<file path="src/rtl/spi_rr_arbiter.sv">
// Round-robin arbiter that shares one SPI master between N_REQ requesters.
// Optional WAIT-state timeout abort is built when SPI_TIMEOUT_EN is defined.
module spi_rr_arbiter #(
    parameter int N_REQ   = 4,
    parameter int TIMEOUT = 64
) (
    input  logic               clk,
    input  logic               rst,
    input  logic [N_REQ-1:0]   req,
    input  logic [2*N_REQ-1:0] mode_in,
    input  logic [8*N_REQ-1:0] din_in,
    output logic [N_REQ-1:0]   gnt,
    output logic [N_REQ-1:0]   done,
    output logic               m_start,
    output logic [1:0]         m_mode,
    output logic [7:0]         m_din,
    input  logic               m_done,
    output logic               busy,
    output logic               err
);

    localparam int PTR_W = (N_REQ > 1) ? $clog2(N_REQ) : 1;

    typedef enum logic [2:0] {
        IDLE   = 3'd0,
        LOAD   = 3'd1,
        START  = 3'd2,
        WAIT   = 3'd3,
        FINISH = 3'd4
    } state_t;

    state_t             state, state_n;
    logic [PTR_W-1:0]   ptr, ptr_n;
    logic [PTR_W-1:0]   cur, cur_n;
    logic [N_REQ-1:0]   gnt_n, done_n;
    logic               m_start_n, busy_n;
    logic [1:0]         mode_n;
    logic [7:0]         din_n;
    logic               fin;

    function automatic logic [PTR_W-1:0] next_idx(input logic [PTR_W-1:0] i);
        return (i == PTR_W'(N_REQ - 1)) ? '0 : i + 1'b1;
    endfunction

    // First set request bit at or after p, wrapping modulo N_REQ.
    function automatic logic [PTR_W-1:0] pick(input logic [N_REQ-1:0] r,
                                              input logic [PTR_W-1:0] p);
        logic [PTR_W-1:0] idx;
        logic [PTR_W-1:0] win;
        logic             found;
        idx   = p;
        win   = p;
        found = 1'b0;
        for (int i = 0; i < N_REQ; i++) begin
            if (!found && r[idx]) begin
                win   = idx;
                found = 1'b1;
            end
            idx = next_idx(idx);
        end
        return win;
    endfunction

`ifdef SPI_TIMEOUT_EN
    localparam int CNT_W = $clog2(TIMEOUT + 1);
    logic [CNT_W-1:0] cnt, cnt_n;
    logic             err_n;
    logic             tmo;
`else
    assign err = 1'b0;
`endif

    always_comb begin
        state_n   = state;
        ptr_n     = ptr;
        cur_n     = cur;
        gnt_n     = gnt;
        done_n    = '0;
        m_start_n = 1'b0;
        mode_n    = m_mode;
        din_n     = m_din;
        fin       = 1'b0;
`ifdef SPI_TIMEOUT_EN
        cnt_n     = cnt;
        err_n     = 1'b0;
        tmo       = 1'b0;
`endif
        case (state)
            IDLE: begin
                if (|req) begin
                    cur_n        = pick(req, ptr);
                    gnt_n        = '0;
                    gnt_n[cur_n] = 1'b1;
                    mode_n       = mode_in[{cur_n, 1'b0} +: 2];
                    din_n        = din_in[{cur_n, 3'b000} +: 8];
                    state_n      = LOAD;
                end
            end
            LOAD: state_n = START;
            START: begin
                m_start_n = 1'b1;
                state_n   = WAIT;
`ifdef SPI_TIMEOUT_EN
                cnt_n     = '0;
`endif
            end
            WAIT: begin
                fin = m_done;
`ifdef SPI_TIMEOUT_EN
                tmo   = !m_done && (cnt == CNT_W'(TIMEOUT - 1));
                cnt_n = cnt + 1'b1;
                err_n = tmo;
                fin   = m_done | tmo;
`endif
                if (fin) begin
                    done_n  = gnt;
                    gnt_n   = '0;
                    ptr_n   = next_idx(cur);
                    state_n = FINISH;
                end
            end
            FINISH: state_n = IDLE;
            default: state_n = IDLE;
        endcase
        busy_n = (state_n != IDLE);
    end

    always_ff @(posedge clk or posedge rst) begin
        if (rst) begin
            state   <= IDLE;
            ptr     <= '0;
            cur     <= '0;
            gnt     <= '0;
            done    <= '0;
            m_start <= 1'b0;
            m_mode  <= 2'b00;
            m_din   <= 8'h00;
            busy    <= 1'b0;
`ifdef SPI_TIMEOUT_EN
            cnt     <= '0;
            err     <= 1'b0;
`endif
        end else begin
            state   <= state_n;
            ptr     <= ptr_n;
            cur     <= cur_n;
            gnt     <= gnt_n;
            done    <= done_n;
            m_start <= m_start_n;
            m_mode  <= mode_n;
            m_din   <= din_n;
            busy    <= busy_n;
`ifdef SPI_TIMEOUT_EN
            cnt     <= cnt_n;
            err     <= err_n;
`endif
        end
    end

endmodule

</file>
<file path="config.mk">
export PLATFORM = sky130hd
export DESIGN_NAME = spi_rr_arbiter
export DESIGN_NICKNAME = d
export VERILOG_FILES = /design/src/rtl/spi_rr_arbiter.sv
export SDC_FILE = /design/constraint.sdc
export NUM_CORES = 1
export LEC_CHECK = 0
export CAP_MARGIN = 5
export CORE_UTILIZATION = 47
export DETAILED_ROUTE_END_ITERATION = 8
export GPL_TIMING_DRIVEN = 1
export PLACE_DENSITY = 0.85
export SETUP_SLACK_MARGIN = 0.15
export SYNTH_ARGS = -nofsm -noshare
export SYNTH_HDL_FRONTEND = slang
export SYNTH_SLANG_ARGS = --single-unit
export TNS_END_PERCENT = 20
</file>
<file path="constraint.sdc">
create_clock -name clk -period 4.44 [get_ports clk]
set_input_delay 1.11 -clock clk [delete_from_list [all_inputs] [get_ports clk]]
set_output_delay 1.11 -clock clk [all_outputs]
set_load 0.05 [all_outputs]
</file>
==> results of run 1 <==
## stage by stage
stage / util (%) / std cells / cell area [sq um]
final: 71.3 / 292 / 2470
after global routing: 71.3 / 292 / 2470
after CTS: 71.3 / 292 / 2470
after detailed placement: 69.9 / 288 / 2420
after global placement: 69.9 / 288 / 2420
after floorplan: - / 188 / 1780
## logic make-up after synthesis
family,count (synthesis)
XOR/XNOR,1
multiplexers,15
adder cells (fa/ha/maj),2
other,1
AO/OA/AOI/OAI,67
buffers and inverters,19
flip-flops,27
AND/OR/NAND/NOR,56
## critical path, cell delays in order
cell             delay, ps
clkdlybuf4s50_1        630
nor4_1                 160
nor4_2                 860
o211ai_1               620
a211oi_1               480
a211oi_1                90
## cells in the final DEF, fill, tap and decap left out, drive strengths merged, types with 5 or more instances in the layout
master / n
mux2i: 12
a211oi: 21
nand3: 6
nand2: 13
nor2: 20
clkdlybuf4s50: 66
o21ai: 14
a21oi: 14
dfrtp: 27
and2: 5
## layout make-up
type                            count  area, sq um  share of cell area (%)
Multi-Input combinational cell    142          997                    40.3
Clock inverter                      1         7.51                   0.303
Timing Repair Buffer               68          676                    27.3
Sequential cell                    27          676                    27.3
Tap cell                           46         57.6                    2.33
Clock buffer                        3         41.3                    1.67
Inverter                            5         18.8                   0.759
## cells in the mapped netlist (2+ instances only)
| library cell | number |
|---|---|
| a211oi_2 | 7 |
| dfrtp_1 | 27 |
| nand2_1 | 13 |
| buf_2 | 3 |
| clkbuf_1 | 6 |
| and2_1 | 5 |
| a21oi_1 | 14 |
| inv_1 | 4 |
| buf_6 | 2 |
| a32o_1 | 2 |
| or3_1 | 2 |
| nor2_1 | 19 |
| a211oi_1 | 14 |
| o211ai_1 | 2 |
| o31ai_1 | 2 |
| o21ai_0 | 14 |
| o21a_1 | 4 |
| nor4_1 | 3 |
| nand3_1 | 6 |
| ha_1 | 2 |
| mux2i_1 | 12 |
## power groups by stage
stage | clock, uW | sequential (uW) | combinational [uW]
after floorplan | 0 | 637 | 881
after global placement | 0 | 435 | 1330
after detailed placement | 0 | 440 | 1350
after CTS | 144 | 435 | 1350
after global routing | 157 | 453 | 1460
final | 143 | 437 | 1360
## path summary, 6_finish.rpt
kind,start,endpoint,slack (ps),depth (start not counted)
max reg2reg,ptr[0],m_din[4],970,8
min in group asynchronous,rst,m_din[3],1370,2
min reg2reg,cur[1],cur[1],490,2
max,req[2],m_mode[1],640,6
min,cur[1],cur[1],490,2
max in group asynchronous,rst,busy,2470,2
## routing by layer
metal  share of wire [%]  vias up  GRT usage [%]
met4                 3.3        0           11.1
met2                  46       73           35.1
met5                   0        -              0
met1                  46      762           31.6
met3                 4.5       16           2.36
li1                    -      814              -
## sequential cells by signal (all words and copies together), names as in the netlist
signal,count
busy,1
cur,2
done,4
gnt,4
m_din,8
m_mode,2
m_start,1
ptr,2
state,3
==> results_dict.tcl, run 1 <==
set metrics [dict create \
    dr.pass1.iters 4 \
    critical_path_class "in2reg" \
    crit_arrival_ps 3950 \
    drive_above_1_share_pct 8.54 \
    synth_xor_area_share_pct 0.493 \
    switching_power_uw 1010 \
    syn-num-nets 237 \
    yosysTopAreaCellShare_pct 38.0 \
    postSynthCellCount 188 \
    fmax_mhz 263 \
    synth-simple-area-share_pct 15.4 \
    p_sw_share_pct 52.1 \
    synthMuxAreaShare_pct 10.1 \
    power_density_nw_per_um2 783 \
    die_area_sq_um 4030 \
    cts_resized 0 \
    place.gp.congestion 0.873 \
    grt_pass1_wl_mm 7.16 \
    gr-total-overflow 0 \
    post-place-ws_ps 372 \
    rsz0062_at_grt "no" \
    synth-seq-cells 27 \
    finClkSkew_ps 3.92 \
    worst_slack_ps 638 \
    pwr-share-comb_pct 70.1 \
    required_ps 4590 \
    hold_violations 0 \
    cts.reportedPaths.clkPinSlew_ps 90 \
    hp-class "reg2reg" \
    cts_buffers 3 \
    vias 1665 \
    setup_viol 0 \
    startpoint_type "input port" \
    synth_adder_area_share_pct 1.41 \
    cts_setup_buffers 0 \
    yosysUniqueCellTypes 46 \
    cts_sinks 27 \
    synth_top_family_by_area "compound AO/OA/AOI/OAI gates" \
    async_flop_share_pct 100 \
    die_w_um 63.5 \
    postCtsHoldBufs 0 \
    status "complete, no violations" \
    power_frac_clock_pct 7.4 \
    viasPerCell 5.70 \
    power_uw 1940 \
    drc 0 \
    synth_area_leaders "dfrtp_1 38%, mux2i_1 6.8%, a211oi_1 5.9%" \
    grt_antenna_before_repair 0 \
    grt_use_total_pct 22.8 \
    crit_fanout 13 \
    drv_cap 0 \
    hold_ws_ps 494 \
    wl_per_cell_um 15.3 \
    port_buffers 66 \
    area.growth.synth_to_final_pct 39.2 \
    synth_top_area_cell "dfrtp_1" \
    tightest_slew_ps 1130 \
    pwr-share-seq_pct 22.5 \
    p_leak_uw 0.000994 \
    start_util_pct 51.2 \
    endpoint_kind "flop" \
    totalWireLength_mm 4.48 \
    antenna_left 0 \
    die_h_um 63.5 \
    relSlewSlack_pct 24.1 \
    period_minus_slack_ps 3800 \
    grt_pass1_vias 1507 \
    syn-mean-instance-area_sq_um 9.45 \
    internal_power_uw 928 \
    clkLatencyLatePin_ps 280 \
    ys.warnings.count 0 \
    cts_buffer_depth 2 \
    grt_max_degree 28 \
    num-nets-final 296 \
    fillers 275 \
    synth_compound_area_share_pct 28.1 \
    root_buffer "clkbuf_8" \
    finalMaxSlewViolations 0 \
    peakVddDrop_mv 0.454 \
    setup_tns_ps 0 \
    n_antenna_cell 0 \
    io_pins 68 \
    ctsHtreeMaxLevel 1 \
    period_share_pct 85.6 \
    cts_tree "built" \
    fp.coreArea_sq_um 3470 \
    ys_seq_area_share_pct 38.0 \
    drt_iter0_markers 151 \
    rows 21 \
    post-dp-hpwl_mm 3.48 \
    synth_edf_count 0 \
    synthFlopType "dfrtp_1" \
    syn_area_sq_um 1780 \
]
(Power assumes the default switching activity.)
==> run 2: changes to the inputs <==
REMOVE_ABC_BUFFERS = 1   (was unset)
==> results_dict.tcl, run 2 (synthesized netlist as in run 1, its figures left out) <==
set metrics [dict create \
    status "complete, no violations" \
    totalWireLength_mm 4.60 \
    met2_usage_pct 37.0 \
    rows 21 \
    relSlewSlack_pct 32.8 \
    ctsHtreeMaxLevel 1 \
    required_ps 4600 \
    drt_iter0_markers 50 \
    top_regs "m_din (8), done (4), gnt (4)" \
    busiest_layer "met2" \
    grt_max_degree 28 \
    fillers 278 \
    post-dp-hpwl_mm 3.43 \
    crit_arrival_ps 3660 \
    cts_resized 0 \
    viasPerCell 5.62 \
    finalMaxSlewViolations 0 \
    die_area_sq_um 4030 \
    drv_cap 0 \
    endpoint_kind "flop" \
    placed_cell_area_sq_um 2450 \
    rsz0062_at_grt "no" \
    tightest_slew_ps 1010 \
    critical_path_class "in2reg" \
    vias 1658 \
    peakVddDrop_mv 0.429 \
    p_leak_uw 0.00101 \
    wl_per_cell_um 15.6 \
    largest_register_ffs 8 \
    antenna_left 0 \
    stdcell_count 295 \
    finClkSkew_ps 3.82 \
    cts_buffers 3 \
    root_buffer "clkbuf_8" \
    cts_setup_buffers 0 \
    startpoint_type "input port" \
    setup_tns_ps 0 \
    final_common_cell "clkdlybuf4s50_1" \
    utilization_pct 72.0 \
    hp-class "reg2reg" \
    grtUsageMet1_pct 33.4 \
    place.gp.congestion 0.768 \
    regMostFlops "m_din" \
    use_met3_pct 3.62 \
    cts_buffer_depth 2 \
    period_share_pct 78.9 \
    die_w_um 63.5 \
    final_area_sq_um 2500 \
    clkLatencyLatePin_ps 280 \
    gr-total-overflow 0 \
    grt_pass1_vias 1560 \
    drive_above_1_share_pct 9.64 \
    dr.pass1.iters 5 \
    cts.reportedPaths.clkPinSlew_ps 100 \
    fp.coreArea_sq_um 3470 \
    io_pins 68 \
    drc 0 \
    period_minus_slack_ps 3500 \
    dp.cells 291 \
    setup_viol 0 \
    cts_tree "built" \
    postCtsHoldBufs 0 \
    power_density_nw_per_um2 785 \
    hold_violations 0 \
    crit_fanout 13 \
    cts_sinks 27 \
    n_antenna_cell 0 \
    grt_antenna_before_repair 0 \
    fmax_mhz 286 \
    die_h_um 63.5 \
    start_util_pct 51.2 \
    num-nets-final 299 \
    port_buffers 66 \
    final_cell_mix "66 x clkdlybuf4s50_1, 27 x dfrtp_1, 19 x nor2_1" \
    area.growth.synth_to_final_pct 40.6 \
    grt_pass1_wl_mm 7.54 \
    grt_use_total_pct 23.8 \
]
[run 2: changes by cell type in the layout (fill, tap and decap cells not counted)]
cell | before | now
clkinvlp_4 | 1 | 0
inv_6 | 0 | 1
buf_4 | 2 | 5
[run 2: worst max-delay path, cell delays in order]
cell and delay, ps:
clkdlybuf4s50_1 560, mux4_2 550, nor2_1 240, o22a_1 400
o21ba_1 210, buf_4 230, mux2i_1 260, a211oi_2 90
[run 2: path summary, 6_finish.rpt]
check / start / to / slack, ps / cells past startpoint
min in group asynchronous: rst / m_din[6] / 1390 / 2
worst max-delay path: req[2] / m_din[5] / 940 / 8
worst min-delay path: cur[1] / cur[1] / 520 / 2
worst min register to register: cur[1] / cur[1] / 520 / 2
worst max register to register: ptr[0] / m_din[5] / 1240 / 9
max in group asynchronous: rst / cur[1] / 2440 / 2
[run 2: per-layer routing]
metal	up-vias	wire length, um
met3	5	261
li1	826	-
met1	773	2110
met4	0	57
met5	-	0
met2	54	2170
[run 2: final cells by class]
| class | count | area (sq um) | area share (%) |
|---|---|---|---|
| Clock buffer | 3 | 41.3 | 1.65 |
| Sequential cell | 27 | 676 | 27.1 |
| Multi-Input combinational cell | 142 | 997 | 39.9 |
| Timing Repair Buffer | 71 | 698 | 28.0 |
| Inverter | 5 | 18.8 | 0.752 |
| Clock inverter | 1 | 8.76 | 0.351 |
| Tap cell | 46 | 57.6 | 2.30 |
[run 2: stage by stage]
step           power (uW)  hold WS [ps]  setup slack, ps
6_report             1960           519              938
2_1_floorplan        1400           451              995
3_3_place_gp         1780           466              803
4_1_cts              1960           518              984
3_5_place_dp         1810           493              708
5_1_grt              2100           540              785
[run 2: power by group]
group | total, uW | switching (uW) | internal, uW
logic | 1370 | 825 | 543
registers | 439 | 95.1 | 344
clock network | 153 | 87.0 | 66.1
total | 1960 | 1010 | 953
==> run 3: changes to the inputs <==
CORE_UTILIZATION = 44   (was 47)
PLACE_DENSITY = 0.8   (was 0.85)
clock period = 3.6 ns   (was 4.44 ns; I/O delays follow)
==> results_dict.tcl, run 3 (synthesized netlist as in run 1, its figures left out) <==
set metrics [dict create \
    die_w_um 65.5 \
    cts_buffer_depth 2 \
    power_uw 2480 \
    endpoint_kind "flop" \
    vias 1659 \
    tightest_slew_ps 1020 \
    area.growth.synth_to_final_pct 42.3 \
    p_sw_share_pct 51.0 \
    rows 22 \
    finClkSkew_ps 3.16 \
    place.gp.congestion 0.792 \
    drt_iter0_markers 66 \
    r2r_start "ptr[0]" \
    io_pins 68 \
    peakVddDrop_mv 0.691 \
    cts.reportedPaths.clkPinSlew_ps 90 \
    viasPerCell 5.51 \
    post-dp-hpwl_mm 3.52 \
    start_util_pct 47.1 \
    drive_above_1_share_pct 11.1 \
    gr-total-overflow 0 \
    drc 0 \
    p_leak_uw 0.00103 \
    cts_setup_buffers 0 \
    n_antenna_cell 0 \
    power_frac_clock_pct 7.0 \
    port_buffers 66 \
    top_regs "m_din (8), done (4), gnt (4)" \
    power_density_nw_per_um2 980 \
    whs_endpoint "cur[1]" \
    die_area_sq_um 4300 \
    grt_max_degree 28 \
    regMostFlops "m_din" \
    internal_power_uw 1210 \
    wl_per_cell_um 15.3 \
    worst_r2r_path_depth 9 \
    rsz0062_at_grt "no" \
    dr.pass1.iters 4 \
    postCtsHoldBufs 0 \
    grt_pass1_vias 1580 \
    cts_buffers 3 \
    pwr-share-comb_pct 71.5 \
    num-nets-final 303 \
    hp-class "reg2reg" \
    largest_register_ffs 8 \
    pwr-share-seq_pct 21.5 \
    grt_pass1_wl_mm 7.35 \
    hold_depth 2 \
    antenna_left 0 \
    cts_resized 0 \
    final_common_cell "clkdlybuf4s50_1" \
    critical_path_class "in2reg" \
    relSlewSlack_pct 31.8 \
    fp.coreArea_sq_um 3770 \
    grt_antenna_before_repair 0 \
    totalWireLength_mm 4.62 \
    finalMaxSlewViolations 0 \
    period_share_pct 87.5 \
    fillers 317 \
    crit_fanout 12 \
    root_buffer "clkbuf_8" \
    final_cell_mix "66 x clkdlybuf4s50_1, 27 x dfrtp_1, 19 x nor2_1" \
    required_ps 3750 \
    clkLatencyLatePin_ps 270 \
    setup_tns_ps 0 \
    grt_use_total_pct 22.3 \
    switching_power_uw 1260 \
    status "complete, no violations" \
    period_minus_slack_ps 3150 \
    worst_r2r_endpoint "m_din[6]" \
    startpoint_type "input port" \
    ctsHtreeMaxLevel 1 \
    cts_sinks 27 \
    setup_viol 0 \
    cts_tree "built" \
    die_h_um 65.5 \
    placed_cell_area_sq_um 2480 \
    hp-start "cur[1]" \
    crit_arrival_ps 3300 \
    drv_cap 0 \
    rrSetupSlack_ps 470 \
    fmax_mhz 317 \
    hold_violations 0 \
    final_area_sq_um 2530 \
]
==> run 3: area by class of cell <==
cell class                      count  area [sq um]  area share [%]
Sequential cell                    27           676            26.7
Clock inverter                      1          7.51           0.297
Timing Repair Buffer               75           728            28.8
Clock buffer                        3          41.3            1.63
Inverter                            5          18.8           0.742
Multi-Input combinational cell    142           997            39.4
Tap cell                           48          60.1            2.38
==> run 3: worst max-delay path by stage <==
stage / to / cells past startpoint / from
2_1_floorplan: m_din[4] / 8 / ptr[0]
3_3_place_gp: m_din[7] / 7 / req[2]
3_5_place_dp: m_din[5] / 9 / req[0]
4_1_cts: m_din[6] / 9 / ptr[0]
5_1_grt: m_din[6] / 9 / ptr[0]
6_report: m_din[5] / 9 / req[0]
==> run 3: critical path, stage by stage <==
cell             delay, ps
clkdlybuf4s50_1        540
mux2_2                 340
nor4_1                 390
o311a_4                270
o21a_1                 120
o21ba_1                160
buf_4                  200
a211oi_1               320
a211oi_2                50
==> run 3: metal layers <==
layer	part of all wire, %	track usage (%)	vias up	routed length [um]
met2	51	37.2	46	2340
li1	-	-	829	-
met4	0.91	6.79	0	42
met5	0	0	-	0
met3	3.9	2.60	4	180
met1	45	30.1	780	2060
==> run 3: power by group through the flow <==
stage          logic (uW)  registers [uW]  clock network [uW]
3_5_place_dp         1770             539                   0
6_report             1770             533                 174
5_1_grt              1920             555                 195
4_1_cts              1770             533                 178
3_3_place_gp         1720             535                   0
2_1_floorplan         930             797                   0
==> run 3: metrics by stage <==
stage               hold WS (ps)  utilization, %  instances  setup slack [ps]
floorplan                    451               -        174               155
global placement             481            65.8        297               322
detailed placement           485            65.8        297               195
CTS                          507            67.1        301               479
global route                 526            67.1        301               253
finish                       503            67.1        301               449
